[config.mk]
export PLATFORM = sky130hd
export DESIGN_NAME = hack_mem_fill_arbiter
export DESIGN_NICKNAME = d
export VERILOG_FILES = /design/src/rtl/hack_mem_pkg.sv /design/src/rtl/hack_fill_engine.sv /design/src/rtl/hack_mem_fill_arbiter.sv
export SDC_FILE = /design/constraint.sdc
export NUM_CORES = 1
export LEC_CHECK = 0
export ABC_AREA = 1
export CORE_ASPECT_RATIO = 0.75
export CORE_MARGIN = 3
export CORE_UTILIZATION = 40
export CTS_CLUSTER_DIAMETER = 100
export DETAILED_ROUTE_END_ITERATION = 12
export PLACE_DENSITY = 0.69
export SETUP_SLACK_MARGIN = 0.2
export SLEW_MARGIN = 15
export SYNTH_ARGS = -nofsm -noshare
export SYNTH_HDL_FRONTEND = slang
export SYNTH_SLANG_ARGS = --single-unit
export TNS_END_PERCENT = 20
[constraint.sdc]
create_clock -name clk -period 4.6 [get_ports clk]
set_input_delay 1.15 -clock clk [delete_from_list [all_inputs] [get_ports clk]]
set_output_delay 1.15 -clock clk [all_outputs]
set_load 0.005 [all_outputs]
[src/rtl/hack_mem_pkg.sv]
// Shared definitions for the Hack memory port arbiter: memory map, widths
// and the fill engine state encoding.
package hack_mem_pkg;

    localparam int ADDR_W = 15;
    localparam int DATA_W = 16;
    localparam int LEN_W  = 14;

    localparam logic [ADDR_W-1:0] RAM_BASE    = 15'h0000;
    localparam logic [ADDR_W-1:0] SCREEN_BASE = 15'h4000;
    localparam logic [ADDR_W-1:0] KBD_ADDR    = 15'h6000;

    typedef enum logic [1:0] {
        ST_IDLE = 2'd0,
        ST_RUN  = 2'd1,
        ST_DONE = 2'd2
    } fill_state_e;

endpackage

[src/rtl/hack_fill_engine.sv]
// Block-fill engine: validates a fill request, then walks address/data
// counters one word per slot the arbiter grants it.
module hack_fill_engine #(
    parameter int                ADDR_W   = hack_mem_pkg::ADDR_W,
    parameter int                DATA_W   = hack_mem_pkg::DATA_W,
    parameter int                LEN_W    = hack_mem_pkg::LEN_W,
    parameter logic [ADDR_W-1:0] KBD_ADDR = hack_mem_pkg::KBD_ADDR
) (
    input  logic              clk,
    input  logic              reset,
    input  logic              fill_start,
    input  logic              fill_abort,
    input  logic [ADDR_W-1:0] fill_base,
    input  logic [LEN_W-1:0]  fill_len,
    input  logic [DATA_W-1:0] fill_value,
    input  logic [DATA_W-1:0] fill_incr,
    input  logic              slot_taken,
    output logic              slot_valid,
    output logic [ADDR_W-1:0] slot_addr,
    output logic [DATA_W-1:0] slot_data,
    output logic              fill_busy,
    output logic              fill_done,
    output logic              fill_err
);
    import hack_mem_pkg::*;

    localparam int SUM_W = ADDR_W + 1;

    fill_state_e       state_q, state_d;
    logic [ADDR_W-1:0] addr_q,  addr_d;
    logic [DATA_W-1:0] val_q,   val_d;
    logic [DATA_W-1:0] incr_q,  incr_d;
    logic [LEN_W-1:0]  rem_q,   rem_d;
    logic              err_q,   err_d;
    logic [SUM_W-1:0]  end_sum;

    // One extra bit so a base near the top plus a long length cannot wrap.
    assign end_sum = SUM_W'(fill_base) + SUM_W'(fill_len);

    always_comb begin
        state_d = state_q;
        addr_d  = addr_q;
        val_d   = val_q;
        incr_d  = incr_q;
        rem_d   = rem_q;
        err_d   = 1'b0;
        case (state_q)
            ST_IDLE: begin
                if (fill_start) begin
                    if (fill_len == '0) begin
                        state_d = ST_DONE;
                    end else if (end_sum > SUM_W'(KBD_ADDR)) begin
                        err_d = 1'b1;
                    end else begin
                        addr_d  = fill_base;
                        val_d   = fill_value;
                        incr_d  = fill_incr;
                        rem_d   = fill_len;
                        state_d = ST_RUN;
                    end
                end
            end
            ST_RUN: begin
                if (fill_abort) begin
                    state_d = ST_IDLE;
                end else if (slot_taken) begin
                    addr_d = addr_q + 1'b1;
                    val_d  = val_q + incr_q;
                    rem_d  = rem_q - 1'b1;
                    if (rem_q == LEN_W'(1)) state_d = ST_DONE;
                end
            end
            ST_DONE: state_d = ST_IDLE;
            default: state_d = ST_IDLE;
        endcase
    end

    always_ff @(posedge clk) begin
        if (!reset) begin
            state_q <= ST_IDLE;
            addr_q  <= '0;
            val_q   <= '0;
            incr_q  <= '0;
            rem_q   <= '0;
            err_q   <= 1'b0;
        end else begin
            state_q <= state_d;
            addr_q  <= addr_d;
            val_q   <= val_d;
            incr_q  <= incr_d;
            rem_q   <= rem_d;
            err_q   <= err_d;
        end
    end

    // An abort kills the slot in the same cycle so no stray write escapes.
    assign slot_valid = (state_q == ST_RUN) && !fill_abort;
    assign slot_addr  = addr_q;
    assign slot_data  = val_q;
    assign fill_busy  = (state_q == ST_RUN);
    assign fill_done  = (state_q == ST_DONE);
    assign fill_err   = err_q;

endmodule

[src/rtl/hack_mem_fill_arbiter.sv]
// Owns the Memory port: CPU has absolute priority, the fill engine gets
// every cycle the CPU leaves idle.
module hack_mem_fill_arbiter #(
    parameter int                ADDR_W   = hack_mem_pkg::ADDR_W,
    parameter int                DATA_W   = hack_mem_pkg::DATA_W,
    parameter int                LEN_W    = hack_mem_pkg::LEN_W,
    parameter logic [ADDR_W-1:0] KBD_ADDR = hack_mem_pkg::KBD_ADDR
) (
    input  logic              clk,
    input  logic              reset,
    input  logic              cpu_req,
    input  logic [DATA_W-1:0] cpu_in,
    input  logic              cpu_load,
    input  logic [ADDR_W-1:0] cpu_address,
    output logic [DATA_W-1:0] cpu_out,
    output logic [DATA_W-1:0] mem_in,
    output logic              mem_load,
    output logic [ADDR_W-1:0] mem_address,
    input  logic [DATA_W-1:0] mem_out,
    input  logic              fill_start,
    input  logic              fill_abort,
    input  logic [ADDR_W-1:0] fill_base,
    input  logic [LEN_W-1:0]  fill_len,
    input  logic [DATA_W-1:0] fill_value,
    input  logic [DATA_W-1:0] fill_incr,
    output logic              fill_busy,
    output logic              fill_done,
    output logic              fill_err
);
    logic              slot_valid, slot_live, slot_taken;
    logic [ADDR_W-1:0] slot_addr;
    logic [DATA_W-1:0] slot_data;

    hack_fill_engine #(
        .ADDR_W  (ADDR_W),
        .DATA_W  (DATA_W),
        .LEN_W   (LEN_W),
        .KBD_ADDR(KBD_ADDR)
    ) u_engine (
        .clk       (clk),
        .reset     (reset),
        .fill_start(fill_start),
        .fill_abort(fill_abort),
        .fill_base (fill_base),
        .fill_len  (fill_len),
        .fill_value(fill_value),
        .fill_incr (fill_incr),
        .slot_taken(slot_taken),
        .slot_valid(slot_valid),
        .slot_addr (slot_addr),
        .slot_data (slot_data),
        .fill_busy (fill_busy),
        .fill_done (fill_done),
        .fill_err  (fill_err)
    );

    // Reset gates the engine off combinationally so a mid-fill reset
    // cannot leak one last write.
    assign slot_live  = slot_valid && reset;
    assign slot_taken = slot_live && !cpu_req;

    always_comb begin
        mem_address = cpu_address;
        mem_in      = '0;
        mem_load    = 1'b0;
        if (cpu_req) begin
            mem_in   = cpu_in;
            mem_load = cpu_load;
        end else if (slot_live) begin
            mem_address = slot_addr;
            mem_in      = slot_data;
            mem_load    = 1'b1;
        end
    end

    assign cpu_out = mem_out;

endmodule

-- Word-level counts from Yosys, hierarchy flattened
Cells that the tools add are included.
- input bits: 114
- memory bits (writable): 0
- output and inout port bits: 51
- bits in latches: 0
- memories kept: 0
- ROM bits: 0
- bits in registers: 64
- div/mod/pow operators: 0
- multipliers: 0
- order comparisons: 1
- shift operators: 0
- bitwise operators: 5
- reductions and logical operators: 12
- eq/ne operators: 11
- add/subtract/negate cells: 4
- mux-type cells: 32
- operator list (operator ; number):
    $mux 16 ; 7
    $mux 15 ; 7
    $mux 14 ; 5
    $pmux 16 s2 ; 1
    $pmux 15 s2 ; 1
    $pmux 14 s2 ; 1
    $add 15x14->16 ; 1
    $add 16x16->16 ; 1
    $gt 16x15->1 const B ; 1
    $add 15x1->15 const B ; 1
    $eq 14x1->1 const B ; 1
    $logic_not 14->1 ; 1
    $sub 14x1->14 const B ; 1
    $mux 2 ; 6
    $ne 3x2->1 const B ; 3
    $ne 2x2->1 const B ; 4
    $reduce_and 4->1 ; 2
    $reduce_and 6->1 ; 1
    $not 1->1 ; 5
    $pmux 2 s2 ; 1
    $reduce_or 4->1 ; 1
    $logic_and 1x1->1 ; 3
    $mux 1 ; 3
    $eq 2x1->1 const B ; 1
    5 further kinds ; 6

-- Depth between registers and ports, before layout
Gate-level depths: netlist of run 1.
- word-level depth: 7
- gate-level depth with buffers: 18
- depth with buffers taken out: 18

-- Hierarchy
A second synthesis of run 1 with hierarchy kept.
- cell total of the unflattened synthesis: 963
- area total of the unflattened synthesis: 5861.9 um2
- modules (own cells, without submodules) (module ; instances ; seq. area each (um2) ; cells each ; area an instance (um2)):
    hack_fill_engine ; 1 ; 1281.2 ; 835 ; 5190.0
    hack_mem_fill_arbiter ; 1 ; 0.0 ; 128 ; 671.9

-- Worst setup path before layout of run 1
No wires, ideal clock.
- path type: input to output
- start point: input reset
- end point: output mem_in[10]
- path slack: 1.213 ns
- data required time: 3.450 ns
- buffers on the path: 2
- data arrival time: 2.237 ns
- cell stages on the path: 7
- cells stage by stage: clkbuf_1 inv_1 nor2_1 nand2_2 inv_2 clkbuf_1 a22o_1
- longest elaborated chain between the ends: 3
- ends and longest elaborated chain (item ; line ; source):
    start: declaration ; hack_mem_fill_arbiter.sv:10 ; input logic reset,
    $logic_and 1x1->1 ; hack_mem_fill_arbiter.sv:59 ; assign slot_live = slot_valid && reset;
    $mux 16 ; hack_mem_fill_arbiter.sv:69 ; end else if (slot_live) begin
    $mux 16 ; hack_mem_fill_arbiter.sv:66 ; if (cpu_req) begin
    end: declaration ; hack_mem_fill_arbiter.sv:16 ; output logic [DATA_W-1:0] mem_in,
No other way between the ends.

-- Worst setup path in the final report of run 1
- start point: input fill_abort
- end point: output mem_in[9]
- longest elaborated chain between the ends: 5
- ends and longest elaborated chain (item ; line ; source):
    start: declaration ; hack_mem_fill_arbiter.sv:21 ; input logic fill_abort,
    $logic_not 1->1 ; hack_fill_engine.sv:97 ; assign slot_valid = (state_q == ST_RUN) && !fill_abort;
    $logic_and 1x1->1 ; hack_fill_engine.sv:97 ;
    $logic_and 1x1->1 ; hack_mem_fill_arbiter.sv:59 ;
    $mux 16 ; hack_mem_fill_arbiter.sv:69 ;
    $mux 16 ; hack_mem_fill_arbiter.sv:66 ;
No other way between the ends.

==> results of run 1 <==
placed cells by master, fill, tap and decap left out, types with 4 or more instances in the layout:
cell type,count
a21oi_1,76
a21oi_2,19
a22o_1,9
buf_4,16
clkbuf_16,9
clkdlybuf4s50_1,132
dfxtp_1,64
ha_1,32
inv_1,85
inv_2,6
nand2_1,298
nand2_2,5
nand3_1,69
nand3_2,24
nand3b_1,4
nand4_1,26
nor2_1,80
nor3_1,7
nor4_1,4
o21ai_0,46
or2_2,4
xnor2_1,6
xor2_1,15
critical path, cell delays in order:
cell,delay (ps)
clkdlybuf4s50_1,430
nor2_1,110
inv_1,80
nor2_1,130
nand2_2,120
inv_2,370
a22o_1,200
clkdlybuf4s50_1,500
flip-flops by register name, indices dropped and copies added (netlist names):
name / flops
u_engine.fill_err: 1
u_engine.incr_q: 16
u_engine.rem_q: 14
u_engine.slot_addr: 15
u_engine.slot_data: 16
u_engine.state_q: 2
how the worst min path moves through the flow:
stage,cells past startpoint,endpoint,from,slack (ps)
after CTS,2,u_engine.incr_q[11],u_engine.incr_q[11],470
after global placement,2,u_engine.slot_addr[12],u_engine.slot_addr[12],450
after detailed placement,2,u_engine.incr_q[11],u_engine.incr_q[11],460
after floorplan,2,u_engine.slot_addr[12],u_engine.slot_addr[12],440
final,2,u_engine.incr_q[9],u_engine.incr_q[9],470
after global routing,2,u_engine.slot_addr[12],u_engine.slot_addr[12],490
kinds of logic after synthesis:
group           after synthesis
flops                        64
compound gates              164
fa+ha+maj                    34
xor+xnor                     21
buf+inv                     148
simple gates                524
mux                           2
through the flow:
step,total power [uW],setup slack [ps]
3_3_place_gp,1550,391
2_1_floorplan,1290,1210
6_report,2320,354
4_1_cts,2320,367
3_5_place_dp,1560,341
5_1_grt,2460,208
cell type report:
cell class / instances / area [sq um] / share of cell area (%)
inverters: 91 / 342 / 4.50
multi-input cells: 745 / 3940 / 51.9
clock buffers: 11 / 243 / 3.20
clock inverters: 5 / 80.1 / 1.05
well taps: 195 / 244 / 3.21
flip-flops and latches: 64 / 1280 / 16.9
repair buffers: 149 / 1460 / 19.2
power by group:
group / leakage (uW) / internal (uW) / switching, uW
registers: 0.000524 / 620 / 61.4
clock network: 0.000152 / 489 / 263
logic: 0.00274 / 357 / 525
per-layer routing:
layer / global-route usage (%) / wire length, microns / share of wire (%) / vias to the layer above
met4: 4.82 / 272 / 1.4 / 0
met3: 5.44 / 1630 / 8.3 / 24
met2: 33.1 / 7900 / 40 / 261
met5: 0 / 0 / 0 / -
met1: 36.0 / 9830 / 50 / 3000
li1: - / - / - / 3337
==> flow_metrics.py, run 1 <==
metrics = {
    "run_status": {
        "outcome": "complete, no violations",
    },
    "sta": {
        "setup_violations": 0,
        "tightestPinTransition_ps": 683,
        "holdWs_ps": 470,
        "finalHoldViolCount": 0,
        "period_needed_ps": 4250,
        "skew_ps": 8.98,
        "clock.fmax_ghz": 0.236,
        "rsz0062_at_grt": "no",
        "maxSlewViolCount": 0,
        "setup_tns_ps": 0,
        "slew_headroom_pct": 54.5,
        "timing.final.crit_share_pct": 92.3,
    },
    "yosys": {
        "netlist_area_sq_um": 5910,
        "synth_nets": 1105,
        "synth.distinct_cells": 42,
        "yosysSeqAreaShare_pct": 21.7,
        "yosys.cell_count.top_type": "nand2_1",
        "postSynthAreaPerCell_sq_um": 6.17,
        "netlist.area_leader.share_pct": 21.7,
        "synth_top_cell_by_area": "dfxtp_1",
        "synth-compound-area-share_pct": 16.4,
        "ys_warn_count": 0,
        "synth_top_flop_cell": "dfxtp_1",
        "synth_edf_count": 0,
        "postSynth.asyncResetShare_pct": 0,
        "syn_inst": 957,
        "muxShareOfSynthArea_pct": 0.339,
        "ys_seq_elements": 64,
        "yosys.area_share.simple_pct": 39.5,
        "yosys.area_share.adder_pct": 7.45,
        "synth_top_family_by_area": "simple AND/OR/NAND/NOR gates",
        "synthXorXnorAreaFrac_pct": 3.11,
        "synth_common_cells": "nand2_1, inv_1, nor2_1, a21oi_1, nand3_1",
        "yosys-top-cells-area": "dfxtp_1, nand2_1, ha_1",
    },
    "floorplanning": {
        "io_pins": 165,
        "die-area_sq_um": 16300,
        "num_rows": 37,
        "chipHeight_microns": 111,
        "die_w_microns": 146,
        "start_util_pct": 42.0,
        "core_sq_um": 14100,
    },
    "worst_setup_path": {
        "worst_r2r_endpoint": "u_engine.rem_q[7]",
        "r2r_setup_slack_ps": 2120,
        "rr_worst_depth": 14,
        "worstSetupEndpoint": "mem_in[9]",
        "worstSetupEndpointType": "output pin",
        "cp-start-kind": "primary input",
        "crit_start": "fill_abort",
        "arrival_ps": 3100,
        "critical_path_class": "in -> out",
        "cp_data_required_time_ps": 3450,
        "worstPathMaxFanout": 22,
        "r2r-start": "u_engine.state_q[0]",
    },
    "place": {
        "io_buffers": 132,
        "placed_cell_area_sq_um": 7270,
        "numPlacedInstances": 1244,
        "globalplace.congestion": 0.940,
        "hpwl_mm": 14.8,
    },
    "worst_hold_path": {
        "hp-class": "reg -> reg",
    },
    "route": {
        "via_per_inst": 5.26,
        "drt-pass1-iter-count": 6,
        "antenna_left": 0,
        "via_count": 6622,
        "wl_per_cell_microns": 15.6,
        "drt_wl_total_mm": 19.6,
        "drc": 0,
        "drt_iter0_drc": 605,
    },
    "final_layout": {
        "fillCellCount": 1428,
        "final_util_pct": 54.0,
        "antenna_cells": 0,
        "area_growth_pct": 28.5,
        "drive_above_1_share_pct": 8.73,
        "final_cell_count_no_fill": 1260,
        "fin_area_sq_um": 7590,
        "nets": 1208,
    },
    "global_route": {
        "grt-ovfl-total": 0,
        "grt_pass1_wl_mm": 31.4,
        "antenna_found_initial": 0,
        "grt_max_degree": 62,
        "grt_pass1_vias": 5979,
        "grt.total_usage_pct": 23.5,
    },
    "clock_tree": {
        "clk_latency_ps": 330,
        "clockRootBuffer": "clkbuf_16",
        "cts_tree": "yes",
        "cts_setup_buffers": 0,
        "cts_resized": 0,
        "clockBufferDepth": 2,
        "hold_buffers": 0,
        "cts_made_buffers": 9,
        "ctsHtreeMaxLevel": 3,
        "clock-sinks": 64,
        "clk_pin_slew_ps": 60,
    },
    "run": {
        "max_cap_violations": 0,
    },
    "power": {
        "power_density_nw_per_um2": 305,
        "p_leak_uw": 0.00342,
        "max-vdd-ir-drop_mv": 0.210,
    },
}
Power figures use the tool's default switching activity.
==> run 2, diff against run 1 <==
Settings changed: GPL_TIMING_DRIVEN set to 0.
==> run 2 against run 1 <==
Against the previous run: largest cell class unchanged; first-iteration DRC count down 17%; via count is 2.4% higher; register-to-register slack improved by 40 ps; wire length increased by 8.9%; total power shrank 1.8%; clock-buffer cell count rose by 1; critical path type unchanged; sequential share of layout area shrank 0.67 points; fmax decreased by 0.66%; sequential power barely moved; core utilization increased by 2.2 points; non-clock buffer count is 54 higher; clock power fell by 14%.
==> flow_metrics.py, run 2 (synthesis gave the netlist of run 1 again) <==
metrics = {
    "place": {
        "pre_cts_ws_ps": -187,
        "placed_cell_area_sq_um": 7610,
        "globalplace.congestion": 0.941,
        "numPlacedInstances": 1298,
        "hpwl_mm": 16.6,
        "io_buffers": 146,
    },
    "worst_setup_path": {
        "worst_r2r_endpoint": "u_engine.slot_data[12]",
        "arrival_ps": 3120,
        "worstSetupEndpointType": "output pin",
        "r2r-start": "u_engine.slot_data[0]",
        "critical_path_class": "in -> out",
        "worstPathMaxFanout": 10,
        "rr_worst_depth": 15,
        "r2r_setup_slack_ps": 2160,
        "cp_data_required_time_ps": 3450,
        "cp-start-kind": "primary input",
    },
    "worst_hold_path": {
        "hp-start": "u_engine.incr_q[7]",
        "hold_depth": 2,
        "hp-class": "reg -> reg",
        "hold_end": "u_engine.incr_q[7]",
    },
    "global_route": {
        "grt.total_usage_pct": 25.6,
        "antenna_found_initial": 0,
        "grt_max_degree": 11,
        "grt_pass1_vias": 6292,
        "grt-ovfl-total": 0,
        "grt_pass1_wl_mm": 33.5,
    },
    "final_layout": {
        "antenna_cells": 0,
        "fin_area_sq_um": 7910,
        "seqCellArea_sq_um": 1280,
        "final_cell_count_no_fill": 1313,
        "multi_input_area_sq_um": 3950,
        "area_growth_pct": 33.8,
        "drive_above_1_share_pct": 9.93,
        "fillCellCount": 1430,
        "final_cell_mix": "nand2_1, clkdlybuf4s50_1, inv_1",
        "nets": 1262,
        "final_common_cell": "nand2_1",
    },
    "power": {
        "max-vdd-ir-drop_mv": 0.236,
        "switchingPower_uw": 872,
        "power_density_nw_per_um2": 288,
        "pwr-share-seq_pct": 29.9,
        "internal-power_uw": 1400,
        "clkPwrFrac_pct": 28.4,
        "p_leak_uw": 0.00358,
        "p_comb_share_pct": 41.7,
        "p_sw_share_pct": 38.4,
    },
    "floorplanning": {
        "core_sq_um": 14100,
        "io_pins": 165,
        "num_rows": 37,
        "die-area_sq_um": 16300,
        "start_util_pct": 42.0,
        "chipHeight_microns": 111,
        "die_w_microns": 146,
    },
    "sta": {
        "slew_headroom_pct": 41.5,
        "tightestPinTransition_ps": 878,
        "holdWs_ps": 467,
        "rsz0062_at_grt": "yes",
        "setup_violations": 0,
        "skew_ps": 6.68,
        "finalWorstSetupSlack_ps": 326,
        "finalHoldViolCount": 0,
        "period_needed_ps": 4270,
        "setup_tns_ps": 0,
        "maxSlewViolCount": 0,
        "clock.fmax_ghz": 0.234,
        "timing.final.crit_share_pct": 92.9,
    },
    "clock_tree": {
        "cts_made_buffers": 9,
        "clock-sinks": 64,
        "clk_pin_slew_ps": 50,
        "clockBufferDepth": 2,
        "cts_setup_buffers": 0,
        "clk_latency_ps": 330,
        "hold_buffers": 0,
        "ctsHtreeMaxLevel": 3,
        "cts_tree": "yes",
        "clockRootBuffer": "clkbuf_16",
    },
    "run_status": {
        "outcome": "complete, no violations",
    },
    "route": {
        "drc": 0,
        "antenna_left": 0,
        "via_count": 6782,
        "drt_wl_total_mm": 21.4,
        "via_per_inst": 5.17,
        "drt-pass1-iter-count": 7,
        "drt_iter0_drc": 505,
        "wl_per_cell_microns": 16.3,
    },
    "run": {
        "max_cap_violations": 0,
    },
}
run 2: cell types whose count changed in the layout (fill, tap and decap cells not counted), moves of 2 or more:
| cell | change |
|---|---|
| buf_2 | +9 |
| buf_1 | +3 |
| o21ai_0 | -2 |
| buf_6 | +2 |
| clkbuf_4 | +2 |
| clkbuf_1 | +18 |
| bufinv_16 | -2 |
| clkdlybuf4s50_1 | +14 |
| o21ai_1 | +2 |
| buf_4 | +5 |
run 2: power groups by stage:
stage	combinational, uW	sequential [uW]	clock [uW]
after detailed placement	929	689	0
after CTS	934	678	651
after global routing	1050	688	675
final	949	679	646
after floorplan	621	673	0
after global placement	921	687	0
run 2: metal layers:
| layer | track usage [%] | wire length, microns |
|---|---|---|
| met2 | 36.3 | 8640 |
| met1 | 39.3 | 10600 |
| met3 | 5.80 | 1860 |
| met5 | 0 | 0 |
| met4 | 4.82 | 238 |
run 2: worst max-delay path, cell delays in order:
cell             delay, ps
clkdlybuf4s50_1        460
nor2_1                 120
inv_1                   80
nor2_2                 130
nand2_4                150
inv_2                  110
clkbuf_4               240
nand2_1                110
nand2_1                 70
clkdlybuf4s50_1        500
run 2: timing repair:
item,CTS,global route
gates cloned,0,0
resized for setup,6,8
endpoints found under the setup margin,32,31
pin swaps,0,0
run 2: worst max path at each step:
| stage | from | end | slack [ps] | depth (start not counted) |
|---|---|---|---|---|
| 6_report | fill_abort | mem_address[11] | 330 | 10 |
| 5_1_grt | fill_abort | mem_address[11] | 190 | 10 |
| 4_1_cts | fill_abort | mem_address[11] | 140 | 10 |
| 3_5_place_dp | fill_abort | mem_in[15] | -190 | 10 |
| 3_3_place_gp | fill_abort | mem_in[15] | -200 | 10 |
| 2_1_floorplan | reset | mem_in[10] | 1210 | 7 |
run 2: area by class of cell:
cell class	instances	area share (%)
multi-input combinational	745	50.0
timing repair buffer	146	18.5
sequential	64	16.2
buffer	57	4.48
inverter	91	4.32
clock buffer	12	3.24
tap	195	3.09
clock inverter	3	0.222
run 2: metrics by stage:
stage	total power [uW]	util, %
2_1_floorplan	1290	-
3_3_place_gp	1610	54.1
3_5_place_dp	1620	54.1
4_1_cts	2260	56.1
5_1_grt	2410	56.2
6_report	2270	56.2
==> run 3, diff against run 2 <==
Settings changed: CORE_MARGIN 3 to 1.5, PLACE_DENSITY 0.69 to 0.71.
Clock period 4.6 ns to 3.52 ns, I/O delays scaled along.
==> run 3 against run 2 <==
Against the previous run: final cell count is 1.8% higher; sequential cell count stayed put; core utilization is 2.2 points higher; combinational power is 39% higher; register-to-register slack worse by 1100 ps; non-clock buffer count is 18 higher; highest routed layer unchanged; clock power is 53% higher; critical path type unchanged.
==> flow_metrics.py, run 3 (synthesis gave the netlist of run 1 again) <==
metrics = {
    "run_status": {
        "outcome": "complete, no violations",
    },
    "floorplanning": {
        "start_util_pct": 40.9,
        "chipHeight_microns": 108,
        "io_pins": 165,
        "core_sq_um": 14500,
        "die-area_sq_um": 15500,
        "die_w_microns": 143,
        "num_rows": 38,
    },
    "final_layout": {
        "fillCellCount": 1403,
        "seqCellArea_sq_um": 1280,
        "final_cell_count_no_fill": 1336,
        "nets": 1280,
        "area_growth_pct": 42.8,
        "multi_input_area_sq_um": 4130,
        "drive_above_1_share_pct": 14.8,
        "fin_area_sq_um": 8440,
        "final_cell_mix": "nand2_1, clkdlybuf4s50_1, inv_1",
        "antenna_cells": 0,
        "final_common_cell": "nand2_1",
    },
    "clock_tree": {
        "clk_pin_slew_ps": 60,
        "clockRootBuffer": "clkbuf_16",
        "cts_tree": "yes",
        "clockBufferDepth": 2,
        "cts_made_buffers": 9,
        "clock-sinks": 64,
        "clk_latency_ps": 340,
        "ctsHtreeMaxLevel": 3,
    },
    "worst_setup_path": {
        "worstSetupEndpointType": "output pin",
        "slowest_stage": "clkdlybuf4s50_1",
        "cpPeakStageDelay_ps": 550,
        "worstPathMaxFanout": 10,
        "crit_chain": "dlygate4sd2_1, nor2_1, inv_1, nor2_2, nand2_4, buf_12, o21ai_0, clkdlybuf4s50_1",
        "cp-start-kind": "primary input",
        "arrival_ps": 2470,
        "cp_data_required_time_ps": 2640,
        "critical_path_class": "in -> out",
    },
    "power": {
        "internal-power_uw": 2020,
        "power_density_nw_per_um2": 379,
        "max-vdd-ir-drop_mv": 0.415,
        "p_sw_share_pct": 36.8,
        "switchingPower_uw": 1180,
        "p_leak_uw": 0.00407,
        "pwr-share-seq_pct": 27.8,
        "p_comb_share_pct": 41.3,
        "clkPwrFrac_pct": 30.8,
    },
    "route": {
        "drc": 0,
        "drt-pass1-iter-count": 5,
        "via_per_inst": 5.35,
        "via_count": 7151,
        "wl_per_cell_microns": 16.6,
        "drt_iter0_drc": 699,
        "antenna_left": 0,
        "drt_wl_total_mm": 22.2,
    },
    "global_route": {
        "grt-ovfl-total": 0,
        "grt_pass1_wl_mm": 33.2,
        "grt_max_degree": 11,
        "grt.total_usage_pct": 27.9,
        "grt_pass1_vias": 6325,
        "antenna_found_initial": 0,
    },
    "sta": {
        "finalWorstSetupSlack_ps": 174,
        "maxSlewViolCount": 0,
        "tightestPinTransition_ps": 845,
        "skew_ps": 7.72,
        "holdWs_ps": 470,
        "rsz0062_at_grt": "yes",
        "setup_violations": 0,
        "clock.fmax_ghz": 0.299,
        "timing.final.crit_share_pct": 95.1,
        "period_needed_ps": 3350,
        "slew_headroom_pct": 43.7,
        "finalHoldViolCount": 0,
    },
    "worst_hold_path": {
        "hp-class": "reg -> reg",
    },
    "place": {
        "io_buffers": 146,
        "placed_cell_area_sq_um": 7620,
        "hpwl_mm": 16.1,
        "globalplace.congestion": 0.931,
        "numPlacedInstances": 1303,
        "pre_cts_ws_ps": -729,
    },
    "run": {
        "max_cap_violations": 0,
    },
}
run 3: timing repair:
action                                  CTS  global route
gates cloned                              3             0
pin swaps                                 4             8
endpoints found under the setup margin   97            87
resized for setup                        55            74
hold buffers                              0             0
setup buffers                            13             2
run 3: routing by layer:
layer / part of all wire, % / global-route usage, % / up-vias / wire (microns)
li1: - / - / 3485 / -
met1: 46 / 40.6 / 3270 / 10200
met2: 41 / 40.7 / 360 / 9170
met3: 11 / 6.86 / 36 / 2340
met4: 1.9 / 7.43 / 0 / 422
met5: 0 / 0 / - / 0
run 3: power by group through the flow:
stage	Sequential [uW]	Combinational [uW]	Clock, uW
3_3_place_gp	899	1200	0
5_1_grt	899	1450	1020
6_report	890	1320	986
2_1_floorplan	879	812	0
4_1_cts	886	1260	991
3_5_place_dp	900	1210	0
run 3: worst max-delay path, delay by kind of cell:
family,cells,cell delay (ps)
AO/OA/AOI/OAI,1,140
buffers and inverters,4,1070
AND/OR/NAND/NOR,3,370
run 3: metrics by stage:
| stage | total power (uW) | utilization [%] | TNS, ps |
|---|---|---|---|
| 6_report | 3200 | 58.4 | 0 |
| 5_1_grt | 3370 | 58.4 | 0 |
| 4_1_cts | 3130 | 56.8 | 0 |
| 3_5_place_dp | 2110 | 52.7 | -43450 |
| 3_3_place_gp | 2100 | 52.7 | -43800 |
| 2_1_floorplan | 1690 | - | 0 |
run 3: worst paths after layout:
check / start / slack, ps / cells after the start / to
worst min register to register: u_engine.incr_q[5] / 470 / 2 / u_engine.incr_q[5]
worst max register to register: u_engine.slot_data[0] / 1070 / 15 / u_engine.slot_data[12]
worst max-delay path: fill_abort / 170 / 8 / mem_address[12]
worst min-delay path: u_engine.incr_q[5] / 470 / 2 / u_engine.incr_q[5]
run 3: area by class of cell:
type | instances | share of cell area [%]
well taps | 200 | 2.97
multi-input cells | 745 | 48.9
clock buffers | 12 | 3.04
inverters | 91 | 4.14
clock inverters | 3 | 0.771
flip-flops and latches | 64 | 15.2
repair buffers | 164 | 19.8
plain buffers | 57 | 5.25
